<file path="config.mk">
export PLATFORM = sky130hd
export DESIGN_NAME = uart_rx_fifo
export DESIGN_NICKNAME = d
export VERILOG_FILES = /design/src/rtl/uart_pkg.sv /design/src/rtl/uart_rx_x16.sv /design/src/rtl/uart_rx_fifo.sv
export SDC_FILE = /design/constraint.sdc
export NUM_CORES = 1
export LEC_CHECK = 0
export BUFFER_PORTS_ARGS = -buffer_cell sky130_fd_sc_hd__buf_2
export CAP_MARGIN = 20
export CORE_ASPECT_RATIO = 0.8
export CORE_MARGIN = 3
export CORE_UTILIZATION = 45
export DETAILED_ROUTE_END_ITERATION = 10
export GPL_TIMING_DRIVEN = 0
export HOLD_SLACK_MARGIN = 0.15
export MAX_ROUTING_LAYER = met4
export SKIP_CTS_REPAIR_TIMING = 1
export SYNTH_ARGS = -nofsm -noshare
export SYNTH_HDL_FRONTEND = slang
export SYNTH_SLANG_ARGS = --single-unit
</file>
<file path="constraint.sdc">
create_clock -name mclk -period 16.6 [get_ports mclk]
set_clock_uncertainty 0.1 [all_clocks]
set_input_delay 0.83 -clock mclk [delete_from_list [all_inputs] [get_ports mclk]]
set_output_delay 0.83 -clock mclk [all_outputs]
set_load 0.02 [all_outputs]
</file>
<file path="src/rtl/uart_pkg.sv">
// Shared UART definitions: frame geometry, oversampling tick positions,
// receiver state encoding and the 2-of-3 majority vote helper.
package uart_pkg;

  localparam int DATA_BITS  = 8;
  localparam int OVERSAMPLE = 16;

  // The three mid-bit samples that are voted on
  localparam logic [3:0] SAMPLE_TICK_A = 4'd7;
  localparam logic [3:0] SAMPLE_TICK_B = 4'd8;
  localparam logic [3:0] SAMPLE_TICK_C = 4'd9;

  localparam logic [3:0] LAST_TICK = 4'(OVERSAMPLE - 1);
  localparam logic [2:0] LAST_BIT  = 3'(DATA_BITS - 1);

  typedef enum logic [2:0] {
    IDLE  = 3'd0,
    START = 3'd1,
    DATA  = 3'd2,
    STOP  = 3'd3,
    BREAK = 3'd4
  } rx_state_e;

  // Two-out-of-three vote used to reject single-sample noise
  function automatic logic majority3(input logic a, input logic b, input logic c);
    return (a & b) | (a & c) | (b & c);
  endfunction

endpackage

</file>
<file path="src/rtl/uart_rx_x16.sv">
// 8-N-1 receiver core: 2-FF input synchroniser, 16x oversampled framing FSM
// and 3-sample majority vote. Emits a one-mclk byte strobe on a good stop bit
// and a one-mclk framing error pulse on a bad one.
module uart_rx_x16
  import uart_pkg::*;
(
  input  logic       mclk,
  input  logic       reset,
  input  logic       baud_x16,
  input  logic       serial,
  output logic [7:0] rx_byte,
  output logic       byte_strobe,
  output logic       framing_error
);

  logic       sync1_r;
  logic       rx_s;
  logic       idle_ok_r;
  rx_state_e  state_r;
  rx_state_e  state_next_s;
  logic [3:0] tick_r;
  logic [2:0] idx_r;
  logic [7:0] shift_r;
  logic [1:0] samp_r;
  logic       maj_s;

  // The third sample is taken live on the tick that resolves the vote
  assign maj_s   = majority3(samp_r[0], samp_r[1], rx_s);
  assign rx_byte = shift_r;

  // Synchronise the asynchronous RX pin; resets low so a line stuck low after reset is not mistaken for idle
  always_ff @(posedge mclk or posedge reset) begin
    if (reset) begin
      sync1_r <= 1'b0;
      rx_s    <= 1'b0;
    end else begin
      sync1_r <= serial;
      rx_s    <= sync1_r;
    end
  end

  // Remember that the line has been seen idle-high since reset before start edges are trusted
  always_ff @(posedge mclk or posedge reset) begin
    if (reset) begin
      idle_ok_r <= 1'b0;
    end else if (rx_s) begin
      idle_ok_r <= 1'b1;
    end
  end

  // FSM state register
  always_ff @(posedge mclk or posedge reset) begin
    if (reset) begin
      state_r <= IDLE;
    end else begin
      state_r <= state_next_s;
    end
  end

  // Next-state logic; every transition is qualified by the 16x strobe
  always_comb begin
    state_next_s = state_r;
    case (state_r)
      IDLE: begin
        if (baud_x16 && idle_ok_r && !rx_s) state_next_s = START;
        else                                state_next_s = IDLE;
      end
      START: begin
        if (baud_x16 && tick_r == SAMPLE_TICK_C && maj_s) state_next_s = IDLE;
        else if (baud_x16 && tick_r == LAST_TICK)         state_next_s = DATA;
        else                                              state_next_s = START;
      end
      DATA: begin
        if (baud_x16 && tick_r == LAST_TICK && idx_r == LAST_BIT) state_next_s = STOP;
        else                                                      state_next_s = DATA;
      end
      STOP: begin
        if (baud_x16 && tick_r == SAMPLE_TICK_C) state_next_s = maj_s ? IDLE : BREAK;
        else                                     state_next_s = STOP;
      end
      BREAK: begin
        if (baud_x16 && rx_s) state_next_s = IDLE;
        else                  state_next_s = BREAK;
      end
      default: state_next_s = IDLE;
    endcase
  end

  // Stop-bit verdict outputs, valid only on the vote-resolving tick of STOP
  always_comb begin
    byte_strobe   = 1'b0;
    framing_error = 1'b0;
    if (baud_x16 && state_r == STOP && tick_r == SAMPLE_TICK_C) begin
      byte_strobe   = maj_s;
      framing_error = !maj_s;
    end else begin
      byte_strobe   = 1'b0;
      framing_error = 1'b0;
    end
  end

  // Tick counter, bit index, vote samples and LSB-first shift register advance on each 16x tick
  always_ff @(posedge mclk or posedge reset) begin
    if (reset) begin
      tick_r  <= 4'd0;
      idx_r   <= 3'd0;
      shift_r <= 8'h00;
      samp_r  <= 2'b00;
    end else if (baud_x16) begin
      if (state_r == IDLE || state_r == BREAK) tick_r <= 4'd0;
      else                                     tick_r <= tick_r + 4'd1;
      if (tick_r == SAMPLE_TICK_A) samp_r[0] <= rx_s;
      if (tick_r == SAMPLE_TICK_B) samp_r[1] <= rx_s;
      if (state_r == DATA && tick_r == SAMPLE_TICK_C) shift_r <= {maj_s, shift_r[7:1]};
      if (state_r == START)                               idx_r <= 3'd0;
      else if (state_r == DATA && tick_r == LAST_TICK)    idx_r <= idx_r + 3'd1;
    end
  end

endmodule

</file>
<file path="src/rtl/uart_rx_fifo.sv">
// UART receiver with a show-ahead byte FIFO. Good bytes from the receiver
// core are pushed on the stop-bit strobe edge; the host pops with
// read_strobe. A push into a full FIFO is dropped and flagged as overrun
// unless a pop in the same cycle frees a slot.
module uart_rx_fifo
  import uart_pkg::*;
#(
  parameter int NUM = 32,
  parameter int AW  = $clog2(NUM)
) (
  input  logic          mclk,
  input  logic          reset,
  input  logic          baud_x16,
  input  logic          serial,
  output logic [7:0]    read_data,
  input  logic          read_strobe,
  output logic          data_available,
  output logic          full,
  output logic [AW:0]   count,
  output logic          framing_error,
  output logic          overrun
);

  localparam logic [AW:0]   ZERO_COUNT = (AW+1)'(0);
  localparam logic [AW:0]   ONE_COUNT  = (AW+1)'(1);
  localparam logic [AW:0]   FULL_COUNT = (AW+1)'(NUM);
  localparam logic [AW-1:0] PTR_ONE    = AW'(1);

  logic [7:0]    rx_byte_s;
  logic          byte_strobe_s;
  logic          fe_pulse_s;

  logic [7:0]    mem_r [NUM];
  logic [AW-1:0] wr_ptr_r;
  logic [AW-1:0] rd_ptr_r;
  logic [AW-1:0] rd_next_ptr_s;
  logic [AW:0]   count_r;
  logic [AW:0]   count_next_s;
  logic [7:0]    read_data_r;
  logic [7:0]    head_next_s;
  logic          data_available_r;
  logic          full_r;
  logic          framing_error_r;
  logic          overrun_r;
  logic          pop_s;
  logic          push_s;
  logic          drop_s;

  uart_rx_x16 u_rx (
    .mclk          (mclk),
    .reset         (reset),
    .baud_x16      (baud_x16),
    .serial        (serial),
    .rx_byte       (rx_byte_s),
    .byte_strobe   (byte_strobe_s),
    .framing_error (fe_pulse_s)
  );

  assign read_data      = read_data_r;
  assign data_available = data_available_r;
  assign full           = full_r;
  assign count          = count_r;
  assign framing_error  = framing_error_r;
  assign overrun        = overrun_r;

  assign rd_next_ptr_s = rd_ptr_r + PTR_ONE;

  // Push/pop qualification; a pop on a full FIFO makes room for a simultaneous push
  always_comb begin
    pop_s  = read_strobe && (count_r != ZERO_COUNT);
    push_s = byte_strobe_s && ((count_r != FULL_COUNT) || pop_s);
    drop_s = byte_strobe_s && (count_r == FULL_COUNT) && !pop_s;
  end

  // Occupancy after this edge
  always_comb begin
    count_next_s = count_r;
    case ({push_s, pop_s})
      2'b10:   count_next_s = count_r + ONE_COUNT;
      2'b01:   count_next_s = count_r - ONE_COUNT;
      default: count_next_s = count_r;
    endcase
  end

  // Head byte after this edge, bypassing storage when the incoming byte becomes the head
  always_comb begin
    head_next_s = read_data_r;
    if (pop_s) begin
      if (count_r == ONE_COUNT && push_s) head_next_s = rx_byte_s;
      else                                head_next_s = mem_r[rd_next_ptr_s];
    end else if (count_r == ZERO_COUNT && push_s) begin
      head_next_s = rx_byte_s;
    end else begin
      head_next_s = read_data_r;
    end
  end

  // Byte storage
  always_ff @(posedge mclk or posedge reset) begin
    if (reset) begin
      for (int i = 0; i < NUM; i++) mem_r[i] <= 8'h00;
    end else if (push_s) begin
      mem_r[wr_ptr_r] <= rx_byte_s;
    end
  end

  // Pointers, occupancy, registered head and status flags
  always_ff @(posedge mclk or posedge reset) begin
    if (reset) begin
      wr_ptr_r         <= '0;
      rd_ptr_r         <= '0;
      count_r          <= ZERO_COUNT;
      read_data_r      <= 8'h00;
      data_available_r <= 1'b0;
      full_r           <= 1'b0;
      framing_error_r  <= 1'b0;
      overrun_r        <= 1'b0;
    end else begin
      if (push_s) wr_ptr_r <= wr_ptr_r + PTR_ONE;
      if (pop_s)  rd_ptr_r <= rd_next_ptr_s;
      count_r          <= count_next_s;
      read_data_r      <= head_next_s;
      data_available_r <= (count_next_s != ZERO_COUNT);
      full_r           <= (count_next_s == FULL_COUNT);
      framing_error_r  <= fe_pulse_s;
      overrun_r        <= drop_s;
    end
  end

endmodule
</file>
Word-level counts from Yosys, hierarchy flattened
Cells that the tools add are included. Widths: inputs -> output; s select.

$add $sub $neg: 6. Magnitude comparators: 3. Eq/ne operators: 15. Muxes and demuxes: 23. Bitwise gates (word level): 7. Reductions and logical operators: 33.

Operator list (count): $bwmux 256 (1); $mux 8 (6); $bmux 8 s5 (1); $demux 8 s5 (1); $logic_and 1x1->1 (18); $mux 3 (6); $pmux 3 s5 (1); $eq 4x4->1 const B (3); $eq 6x6->1 const B (2); $ge 6x6->1 const B (2); $not 5->6 (2); $pmux 6 s2 (1); $reduce_bool 6->1 (2); $add 5x1->5 const B (2); $reduce_and 2->1 (4); $add 6x1->6 const B (1); $eq 3x2->1 const B (2); $eq 3x3->1 const B (2); $eq 6x1->1 const B (1); $logic_not 6->1 (1); $lt 6x1->1 const B (1); $ne 6x6->1 const B (1); $sub 6x1->6 const B (1); $add 4x1->4 const B (1); 14 further kinds (24).

Flip-flop bits (word level): 307. Input port bits: 5. Output and inout bits: 18. Logic and storage cells: 136.

Logic depth before layout (Yosys ltp)
Word-level depth: 8. Depth in mapped cells: 10. Gate-level depth less buffers: 8.

Hierarchy
Synthesis repeated with hierarchy kept, for this count alone.

Cell total of the unflattened synthesis: 1005. Area total of the unflattened synthesis: 14843.0 um^2.

Modules (own cells, without submodules): uart_rx_fifo (instances 1, cells each 912, area each 13751.9 um^2, sequential area each 7106.8 um^2); uart_rx_x16 (instances 1, cells each 93, area each 1091.0 um^2, sequential area each 575.6 um^2).

Least setup slack after synthesis
Ideal clock, no wire load.

Path type: register to register. From: register count_r[0] (netlist: count[0]). To: register data_available_r (netlist: data_available). Library setup time: 0.139 ns. Arrival: 2.617 ns. Data required time: 16.361 ns. Setup slack: 13.745 ns. Stages on the path, launching flop included: 10. Buffers on the path: 1. Period minus slack after synthesis: 2.855 ns. Path through: dfrtp_1 > inv_1 > ha_1 > or4b_1 > buf_2 > mux2_2 > nor3_1 > a31oi_1 > xnor2_1 > or4_1.

Longest elaborated chain between the ends: 7. Elaborated cells between the ends (all ways): 11. Those cells by class: add/sub (2); eq/ne (3); mux (1); reduce/logical (5).

RTL lines: from (decl) (RTL line uart_rx_fifo.sv:37) `logic [AW:0] count_r;`; from (signal assigned) (RTL line uart_rx_fifo.sv:121) `count_r <= count_next_s;`; parallel branches: the longest is 5 deep, another holds $sub 6x1->6; $pmux 6 s2 * (RTL line uart_rx_fifo.sv:78) `case ({push_s, pop_s})`; named net count_next_s[4] (RTL line uart_rx_fifo.sv:38) `logic [AW:0] count_next_s;`; $reduce_bool 6->1 * (RTL line uart_rx_fifo.sv:123) `data_available_r <= (count_next_s != ZERO_COUNT);`; to (signal assigned) (RTL line uart_rx_fifo.sv:123); to (decl) (RTL line uart_rx_fifo.sv:41) `logic data_available_r;`.

Mark *: on every way through the listed nets, which the timed path passes. A chain may end at the register's enable or synchronous reset.

Worst setup path after layout
From: register rd_ptr_r[1]. To: register read_data_r[5] (netlist: read_data[5]).

Longest elaborated chain between the ends: 7.

RTL lines: from (decl) (RTL line uart_rx_fifo.sv:35) `logic [AW-1:0] rd_ptr_r;`; from (signal assigned) (RTL line uart_rx_fifo.sv:120) `if (pop_s) rd_ptr_r <= rd_next_ptr_s;`; $add 5x1->5 (RTL line uart_rx_fifo.sv:66) `assign rd_next_ptr_s = rd_ptr_r + PTR_ONE;`; named net rd_next_ptr_s[1] (RTL line uart_rx_fifo.sv:36) `logic [AW-1:0] rd_next_ptr_s;`; $not 5->6 (implied by the code) (RTL line uart_rx_fifo.sv:90) `else head_next_s = mem_r[rd_next_ptr_s];`; $bmux 8 s5 (RTL line uart_rx_fifo.sv:90); $mux 8 (implied by the code) (2 in a row) (RTL line uart_rx_fifo.sv:90); $mux 8 (RTL line uart_rx_fifo.sv:89) `if (count_r == ONE_COUNT && push_s) head_next_s = rx_byte_s;`; $mux 8 (RTL line uart_rx_fifo.sv:88) `if (pop_s) begin`; to (signal assigned) (RTL line uart_rx_fifo.sv:122) `read_data_r <= head_next_s;`; to (decl) (RTL line uart_rx_fifo.sv:39) `logic [7:0] read_data_r;`.

The timed path passes the listed nets, and every way through them passes these cells. The select of a mux whose other input is x is not followed.

==> impl_results.md <==
* Seq/Total Area, Yosys at 0.536
* Netlist Area Pre-Place at 14,300 µm²
* RSZ-0062 raised after global routing: false
* Core Region at 30,900 µm²
* TritonCTS Sinks at 307
* All-layer global routing usage at 0.216
* Mean Syn Cell Area at 14.4 µm²
* Fin crit share at 0.215
* GPL Wtd Cong at 0.878
* EDFF count, synth at 0
* First-pass GRT wire length at 53.8 mm
* Clock Pin Slew Worst Setup and Hold Paths at 60 ps
* Compound-Gate Fraction of Synth Area at 0.0321
* Mapped Cells at 993
* Multi-input logic area at 6330 µm²
* Crit-path leading delay family: buffers and inverters
* Drt total wl at 34.7 mm
* TNS Setup at 0 ps
* Initial antenna violation count at 0
* Synth Warn # at 0
* Max cap viols at 0
* Most frequent cells in the layout: 307 x dfrtp_1, 249 x mux2_2, 64 x mux4_2
* Adder-Cell Fraction of Synth Area at 0.0121
* CTS tree: yes
* Critical path class: register to register
* Core Rows at 57
* Area Growth Syn to Fin at 12.3%
* Final Hold Viols at 0
* Detail Placement HPWL at 23.5 mm
* NumNets Final at 1,069
* Max-slew violation count at 0
* Layout cells sized above 1 at 0.415
* VDD IR max at 0.000100 V
* Filler cells at 2,613
* Largest family of logic cells by synthesized area: multiplexers
* Drt first-iter violations at 647
* Ports at 23
* Critical path cell sequence: ha_1 > buf_2 > buf_2 > clkbuf_1 > mux4_2 > nand2_1 > nand3_1 > nand2_1 > o31ai_1
* Worst path slowest cell: clkbuf_1
* Reg2Reg Setup Slack at 13,030 ps
* Drt wl/cell at 23.3 µm
* Synth Area in Simple Gates at 0.0619
* Worst Path Max Fanout at 10
* Clk Latency, worst-skew pair at 570 ps
* # diodes at 0
* Hold Path Class: input port to async pin
* Distinct cell type count after synthesis at 61
* Vias in the first global route at 8,747
* Critical path data arrival time at 3940 ps
* Synth Flop Type: dfrtp_1
* FF/Latch Area at 7680 µm²
* Commonest non-fill, non-tap cell in the layout: dfrtp_1
* Clock buffer count from CTS at 31
* Status: completed
* Post-route DRC at 0
* Die Span X at 205 µm
* Largest net degree at the start of global routing at 119
* Slew @ Worst Pin at 974 ps
* Clk buf depth at 3
* Slowest Stage Delay on Critical Path at 740 ps
* Critical path data required time at 16,980 ps
* XOR/XNOR Fraction of Synth Area at 0.00987
* Die Y at 166 µm
* Final setup fails at 0
* H-tree depth at 1
* Detailed Routing Iterations Pass 1 at 5
* Leakage at 7.78 nW
* Rel. slew slack at 0.351
* Final min period at 3570 ps
* Mux cell area share after synthesis at 0.326
* Die area at 34,000 µm²
* Vias post-DR at 8,485
* Async set-or-reset flop fraction in the synthesized netlist at 1.00
* Syn nets at 1,011
* IO buf count at 22
* Pwr Density at 136 nW/µm²
* Crit end category: register
* Worst Setup Start Kind: register
* Root Buffer: clkbuf_16
* Hold WS at 245 ps
* Remaining antenna violation count at 0
* Crit path buffers/inverters at 3
* Initial core utilization at 0.464
* Yosys reg bits at 307
* Drt via density at 5.70
* Grt total ovfl at 0
* F_max at 0.280 GHz
-- cell usage after synthesis, types with 12 or more instances --
cell type | count | share of area
nand2_2 | 24 | 0.010
ha_1 | 13 | 0.011
clkbuf_1 | 38 | 0.010
mux2i_1 | 21 | 0.015
nand3_1 | 17 | 0.0059
nand2_1 | 63 | 0.017
mux4_2 | 64 | 0.10
buf_2 | 19 | 0.0066
a22oi_1 | 12 | 0.0063
mux2_1 | 19 | 0.015
mux2_2 | 249 | 0.20
dfrtp_1 | 307 | 0.54
-- worst register-to-register path, stage by stage, from the launching register on --
cell and delay (ps):
dfrtp_1 420, ha_1 320, buf_2 340, buf_2 440, clkbuf_1 740, mux4_2 380
nand2_1 60, nand3_1 200, nand2_1 200, o31ai_1 260
-- kinds of logic after synthesis --
family | after synthesis
multiplexers | 353
AND/OR/NAND/NOR | 170
adder cells (fa/ha/maj) | 14
XOR/XNOR | 14
flip-flops | 307
buffers and inverters | 73
AO/OA/AOI/OAI | 62
-- power breakdown --
group / internal [W] / switching, W / leakage [nW]
registers: 0.000779 / 0.0000313 / 4.22
clock network: 0.000433 / 0.000294 / 0.528
logic: 0.000233 / 0.000420 / 3.03
total: 0.00145 / 0.000746 / 7.78
-- final cells by class --
type / instances / share of cell area
Sequential cell: 307 / 0.478
Multi-Input combinational cell: 613 / 0.394
Clock buffer: 48 / 0.0584
Tap cell: 413 / 0.0321
Buffer: 62 / 0.0167
Timing Repair Buffer: 25 / 0.0107
Clock inverter: 9 / 0.00747
Inverter: 11 / 0.00303
-- worst paths after layout --
path                              start            to  cells after the start
setup reg to reg            rd_ptr_r[1]  read_data[5]                      9
hold reg to reg            u_rx.sync1_r     u_rx.rx_s                      0
setup / recovery            rd_ptr_r[1]  read_data[5]                      9
hold / removal                    reset    mem_r[161]                      2
min in group mclk          u_rx.sync1_r     u_rx.rx_s                      0
max in group asynchronous         reset   rd_ptr_r[4]                      3
-- per-layer routing --
layer | GRT usage | share of wire | up-vias
li1 | - | - | 3788
met3 | 0.0586 | 0.064 | 58
met5 | - | 0 | -
met2 | 0.308 | 0.43 | 169
met4 | 0.0466 | 0.023 | 0
met1 | 0.314 | 0.48 | 4470
-- sequential cells by signal, indices dropped and copies added (netlist names) --
name and count:
count 6, data_available 1, framing_error 1, full 1
mem_r 256, overrun 1, rd_ptr_r 5, read_data 8
u_rx.idle_ok_r 1, u_rx.idx_r 3, u_rx.rx_byte 8, u_rx.rx_s 1
u_rx.samp_r 2, u_rx.state_r 3, u_rx.sync1_r 1, u_rx.tick_r 4
wr_ptr_r 5
-- stage by stage --
stage / power, W / setup WS, ps / util / instances / cell area [µm²]
floorplan: 0.00125 / 7180 / - / 993 / 14300
global placement: 0.00147 / 3430 / 0.484 / 1428 / 14900
detailed placement: 0.00147 / 13060 / 0.486 / 1430 / 15000
CTS: 0.00220 / 13040 / 0.520 / 1487 / 16100
global route: 0.00229 / 12870 / 0.521 / 1488 / 16100
finish: 0.00219 / 13030 / 0.521 / 1488 / 16100
Power figures use the tool's default switching activity.
